File: src/rtl/sid_seq_pkg.sv
// sid_seq_pkg: shared FSM states and command-word field positions
// for the SID write sequencer and its wait timer.
package sid_seq_pkg;

  typedef enum logic [2:0] {
    S_IDLE,
    S_FETCH,
    S_DECODE,
    S_WRITE,
    S_WAIT
  } state_t;

  localparam int CMD_TYPE_BIT = 15;
  localparam int ADDR_MSB     = 12;
  localparam int ADDR_LSB     = 8;
  localparam int DATA_MSB     = 7;
  localparam int WAIT_MSB     = 14;
  localparam int WAIT_W       = WAIT_MSB + 1;
  localparam int SID_ADDR_W   = 5;

endpackage

File: src/rtl/sid_wait_timer.sv
// sid_wait_timer: 15-bit load/decrement counter, saturates at 0.
// Ports: clk, reset_n, load, load_val, dec in; done (count==1) out.
module sid_wait_timer
  import sid_seq_pkg::*;
(
  input  logic              clk,
  input  logic              reset_n,
  input  logic              load,
  input  logic [WAIT_W-1:0] load_val,
  input  logic              dec,
  output logic              done
);

  logic [WAIT_W-1:0] cnt;

  always_ff @(posedge clk or negedge reset_n) begin
    if (!reset_n) begin
      cnt <= '0;
    end else if (load) begin
      cnt <= load_val;
    end else if (dec && cnt != '0) begin
      cnt <= cnt - 1'b1;
    end
  end

  assign done = (cnt == WAIT_W'(1));

endmodule

File: src/rtl/sid_write_sequencer.sv
// sid_write_sequencer: pops FIFO commands, issues SID writes/waits on phi2.
// Ports: clk, reset_n, enable, phi2_tick, fifo_* in/out, sid_*, busy, waiting.
module sid_write_sequencer
  import sid_seq_pkg::*;
#(
  parameter int BITS      = 16,
  parameter int FILL_BITS = 8
) (
  input  logic                  clk,
  input  logic                  reset_n,
  input  logic                  enable,
  input  logic                  phi2_tick,
  input  logic [FILL_BITS-1:0]  fifo_fill,
  output logic                  fifo_rd_en,
  input  logic [BITS-1:0]       fifo_rd_data,
  output logic                  sid_we,
  output logic [SID_ADDR_W-1:0] sid_addr,
  output logic [7:0]            sid_data,
  output logic                  busy,
  output logic                  waiting
);

  state_t            state;
  logic              is_wait;
  logic [WAIT_W-1:0] wcount;
  logic              t_load;
  logic              t_dec;
  logic              t_done;

  assign is_wait = fifo_rd_data[CMD_TYPE_BIT];
  assign wcount  = fifo_rd_data[WAIT_MSB:0];
  assign t_load  = (state == S_DECODE) && is_wait;
  assign t_dec   = (state == S_WAIT) && phi2_tick;

  // Strobe must coincide with the phi2 tick itself.
  assign sid_we = (state == S_WRITE) && phi2_tick;

  sid_wait_timer u_timer (
    .clk      (clk),
    .reset_n  (reset_n),
    .load     (t_load),
    .load_val (wcount),
    .dec      (t_dec),
    .done     (t_done)
  );

  always_ff @(posedge clk or negedge reset_n) begin
    if (!reset_n) begin
      state      <= S_IDLE;
      fifo_rd_en <= 1'b0;
      busy       <= 1'b0;
      waiting    <= 1'b0;
      sid_addr   <= '0;
      sid_data   <= '0;
    end else begin
      unique case (state)
        S_IDLE: begin
          if (enable && fifo_fill != '0) begin
            state      <= S_FETCH;
            fifo_rd_en <= 1'b1;
            busy       <= 1'b1;
          end
        end
        S_FETCH: begin
          state      <= S_DECODE;
          fifo_rd_en <= 1'b0;
        end
        S_DECODE: begin
          if (!is_wait) begin
            state    <= S_WRITE;
            sid_addr <= fifo_rd_data[ADDR_MSB:ADDR_LSB];
            sid_data <= fifo_rd_data[DATA_MSB:0];
          end else if (wcount != '0) begin
            state   <= S_WAIT;
            waiting <= 1'b1;
          end else begin
            state <= S_IDLE;
            busy  <= 1'b0;
          end
        end
        S_WRITE: begin
          if (phi2_tick) begin
            state <= S_IDLE;
            busy  <= 1'b0;
          end
        end
        S_WAIT: begin
          if (phi2_tick && t_done) begin
            state   <= S_IDLE;
            busy    <= 1'b0;
            waiting <= 1'b0;
          end
        end
        default: begin
          state      <= S_IDLE;
          fifo_rd_en <= 1'b0;
          busy       <= 1'b0;
          waiting    <= 1'b0;
        end
      endcase
    end
  end

endmodule

File: config.mk
export PLATFORM = sky130hd
export DESIGN_NAME = sid_write_sequencer
export DESIGN_NICKNAME = d
export VERILOG_FILES = /design/src/rtl/sid_seq_pkg.sv /design/src/rtl/sid_wait_timer.sv /design/src/rtl/sid_write_sequencer.sv
export SDC_FILE = /design/constraint.sdc
export NUM_CORES = 1
export LEC_CHECK = 0
export CORE_MARGIN = 8
export CORE_UTILIZATION = 53
export DETAILED_ROUTE_END_ITERATION = 10
export PLACE_DENSITY = 0.85
export SLEW_MARGIN = 15
export SYNTH_ARGS = -nofsm -noshare
export SYNTH_HDL_FRONTEND = slang
export SYNTH_SLANG_ARGS = --single-unit
File: constraint.sdc
create_clock -name clk -period 2.57 [get_ports clk]
set_input_delay 0.6425 -clock clk [delete_from_list [all_inputs] [get_ports clk]]
set_output_delay 0.6425 -clock clk [all_outputs]
set_load 0.02 [all_outputs]
==> Flow_metrics.wiki <==
{| class="wikitable"
! Metric !! Value
|-
| Clock network power share || 0.111
|-
| Post-layout net count || 255
|-
| I/O pin count || 45
|-
| Final worst path period share || 0.947
|-
| Average wire length per cell after detail routing || 17.8 um
|-
| Via density per instance || 6.01
|-
| Post-synthesis average cell area || 10.5 sq um
|-
| Number of synthesis warnings || 0
|-
| Maximum number of pins on one net before global-route repair || 35
|-
| Starting density of the core || 0.552
|-
| Setup violation total in the final timing report || 0
|-
| Via count of the first global-routing pass || between 1500 and 2000
|-
| Clock slew at the register clock pins of the worst setup and hold paths || 0.11 ns
|-
| Length of the first detailed-routing pass in iterations || 4
|-
| Result of the run || finished clean
|-
| Worst Min Path Start || sid_addr[0]
|-
| Hold Path Class || reg -> reg
|-
| Area after DPL || 2350 sq um
|-
| Insertion delay of the later-clocked pin in the worst-skew pair || about 0.34 ns
|-
| Crit. End Element || primary output
|-
| Delay of the slowest critical-path stage || 0.48 ns
|-
| Area occupied by multi-input gates || 933 sq um
|-
| Post-synthesis net count || 205
|-
| Most common library cells after synthesis || dfrtp_1, nand2_1, mux2_2
|-
| Fmax || 411 MHz
|-
| Cell total after placement || 264
|-
| Critical path startpoint category || primary input
|-
| Row Count || 21
|-
| Clock period minus worst slack || 2.43 ns
|-
| CTS max path bufs || 2
|-
| Sw power || 1.17 mW
|-
| Post-Syn Instances || 175
|-
| Inserted Clock Buffers || 5
|-
| Final number of max-transition violations || 0
|-
| CTS sink count || 34
|-
| Worst clock skew || approximately 0.0048 ns
|-
| Main synth FF type || dfrtp_1
|-
| Top-area cell type share of the netlist area || 0.462
|-
| Area Growth Syn to Fin || 30.6%
|-
| Number of distinct standard cells referenced by the synthesized netlist || 47
|-
| Post-synth top area cell || dfrtp_1
|-
| Max H-tree Level || 2
|-
| Headroom to the max-slew limit || 0.686
|-
| Proportion of power drawn by flip-flops and latches || 0.394
|-
| Die area || 5620 sq um
|-
| Final-report hold violation count || 0
|-
| Hold depth || 1
|-
| Worst R2R Path Depth || 7
|-
| Post-route design area || between 2000 and 2500 sq um
|-
| Final cell count without fillers || 272
|-
| Switching share of power || 0.427
|-
| RePlAce Congestion || 0.916
|-
| Fraction of final layout cells with drive strength greater than 1 || 0.181
|-
| Number of setup buffers added after CTS || 0
|-
| Top cells by area in the synthesized netlist || dfrtp_1, mux2_2, nand2_1, o211ai_1, nor4_1
|-
| Synthesized cell area || 1840 sq um
|-
| Aggregate global routing overflow || 0
|-
| Sequential element share of the synthesized area || 0.462
|-
| Path type of the worst setup path || in -> out
|-
| Register area || 851 sq um
|-
| TritonCTS clock tree || done
|-
| Total internal power || 1.57 mW
|-
| Worst Path Max Fanout || 2
|-
| Crit path cell chain || clkdlybuf4s50_1 -> nand2_1 -> nor3b_1 -> dlygate4sd2_1
|-
| Crit path launch || phi2_tick
|-
| Combinational group share of total power || 0.494
|-
| Crit Reg-Reg Startpoint || u_timer.cnt[0]
|-
| Number of nets still failing antenna checks after routing || 0
|-
| Fillcell total || 248
|-
| PwrDens || 1140 nW/um^2
|-
| Global-route usage over all layers || 0.192
|-
| Post-synth EDFFs || 0
|-
| Core Area || roughly 3300 sq um
|-
| Top-count cell post-synth || dfrtp_1
|-
| IR drop worst, VDD || just over 0.7 mV
|-
| Final cell utilization of the core || 0.721
|-
| DRC violations left || 0
|-
| Lkg Pwr || 0.950 nW
|-
| Height of the die || 75.0 um
|-
| Required time at the endpoint of the critical path || 1.93 ns
|-
| Unrepaired setup endpoints after global routing || false
|-
| Fraction of registers with async set/reset || 1.00
|-
| Critical path data arrival time || 1.79 ns
|-
| Transition time at the pin with the least slew margin || 0.467 ns
|-
| Die extent in x || 75.0 um
|-
| Number of antenna violations at the first check in global routing || 0
|-
| HPWL after DPL || 3.65 mm
|-
| Minimum setup slack in the final design || approximately 0.14 ns
|-
| 1st-iter DRT viols || 148
|-
| Max-cap violation count || 0
|-
| Via count || 1635
|-
| Register bit total from synthesis || 34
|-
| Buffer cell driving the clock tree root || clkbuf_4
|-
| Count of buffers from port buffering || 44
|-
| Worst Setup Slack post-DPL || -0.149 ns
|-
| First-pass GRT wire length || 8.31 mm
|-
| Post-detailed-routing wire length || 4.85 mm
|-
| Number of antenna cells inserted || 0
|-
| Slowest CP cell || clkdlybuf4s50_1
|}
==> state kept, by name, summed over array words and instances, names as in the netlist <==
register and cells:
busy 1, state 3, u_timer.cnt 15, sid_data 8, waiting 1, fifo_rd_en 1
sid_addr 5
==> critical path, delay by kind of cell <==
kind / cells / cell delay, ns
buffers and inverters: 2 / 0.85
AND/OR/NAND/NOR: 2 / 0.31
==> stage by stage <==
step / hold WS [ns] / total power [mW] / TNS, ns
3_5_place_dp: 0.499 / 2.43 / -0.149
4_1_cts: 0.527 / 2.74 / 0
3_3_place_gp: 0.490 / 2.36 / -0.0843
5_1_grt: 0.541 / 2.93 / 0
6_report: 0.522 / 2.73 / 0
2_1_floorplan: 0.347 / 1.90 / 0
==> what timing repair did <==
| action | CTS | global route |
|---|---|---|
| setup endpoints to repair | 1 | 0 |
| hold buffers | 0 | 0 |
| gates resized for setup | 1 | 0 |
==> path summary, 6_finish.rpt <==
kind	endpoint	slack, ns
min reg2reg	sid_addr[0]	0.52
max	sid_we	0.14
max reg2reg	u_timer.cnt[2]	0.52
max in group asynchronous	sid_data[1]	1.56
min in group asynchronous	waiting	0.70
min	sid_addr[0]	0.52
==> placed cells by master, fill, tap and decap left out, types with 3 or more instances in the layout <==
cell / instances
o211ai_1: 6
nor3_1: 4
o21ai_0: 7
mux2_2: 13
o21ai_1: 4
nand2_1: 19
xnor2_1: 3
clkdlybuf4s50_1: 43
nand4_1: 3
nor2_1: 9
dfrtp_1: 34
buf_4: 6
a21oi_1: 5
nor4_1: 6
nand3_1: 6
clkbuf_4: 5
inv_1: 6
==> power groups by stage <==
stage	registers, mW	logic (mW)	clock network [mW]
2_1_floorplan	1.15	0.751	0
3_3_place_gp	1.06	1.30	0
3_5_place_dp	1.08	1.35	0
4_1_cts	1.07	1.35	0.309
5_1_grt	1.12	1.47	0.336
6_report	1.08	1.35	0.304
==> kinds of logic after synthesis <==
logic type / share of synthesized area
AOI/OAI and AO/OA: 0.160
muxes: 0.0903
buffers and inverters: 0.0319
and+or+nand+nor: 0.223
DFF: 0.462
xor gates and xnor gates: 0.0190
adders and majority gates: 0.0136
==> per-layer routing <==
metal  routed length [um]  track usage  vias to the layer above  part of all wire
met2                 2260        0.296                       92              0.46
met4                   91       0.0848                        0             0.019
li1                     -            -                      754                 -
met5                    0            0                        -                 0
met1                 1940        0.231                      776              0.40
met3                  567       0.0772                       13              0.12
==> area by class of cell <==
| class | count | area share |
|---|---|---|
| clock buffers | 5 | 0.0156 |
| clock inverters | 3 | 0.00884 |
| inverters | 6 | 0.00936 |
| multi-input cells | 128 | 0.388 |
| flip-flops and latches | 34 | 0.353 |
| well taps | 46 | 0.0239 |
| repair buffers | 50 | 0.201 |
Note: power is estimated with default switching activity, not from simulation.
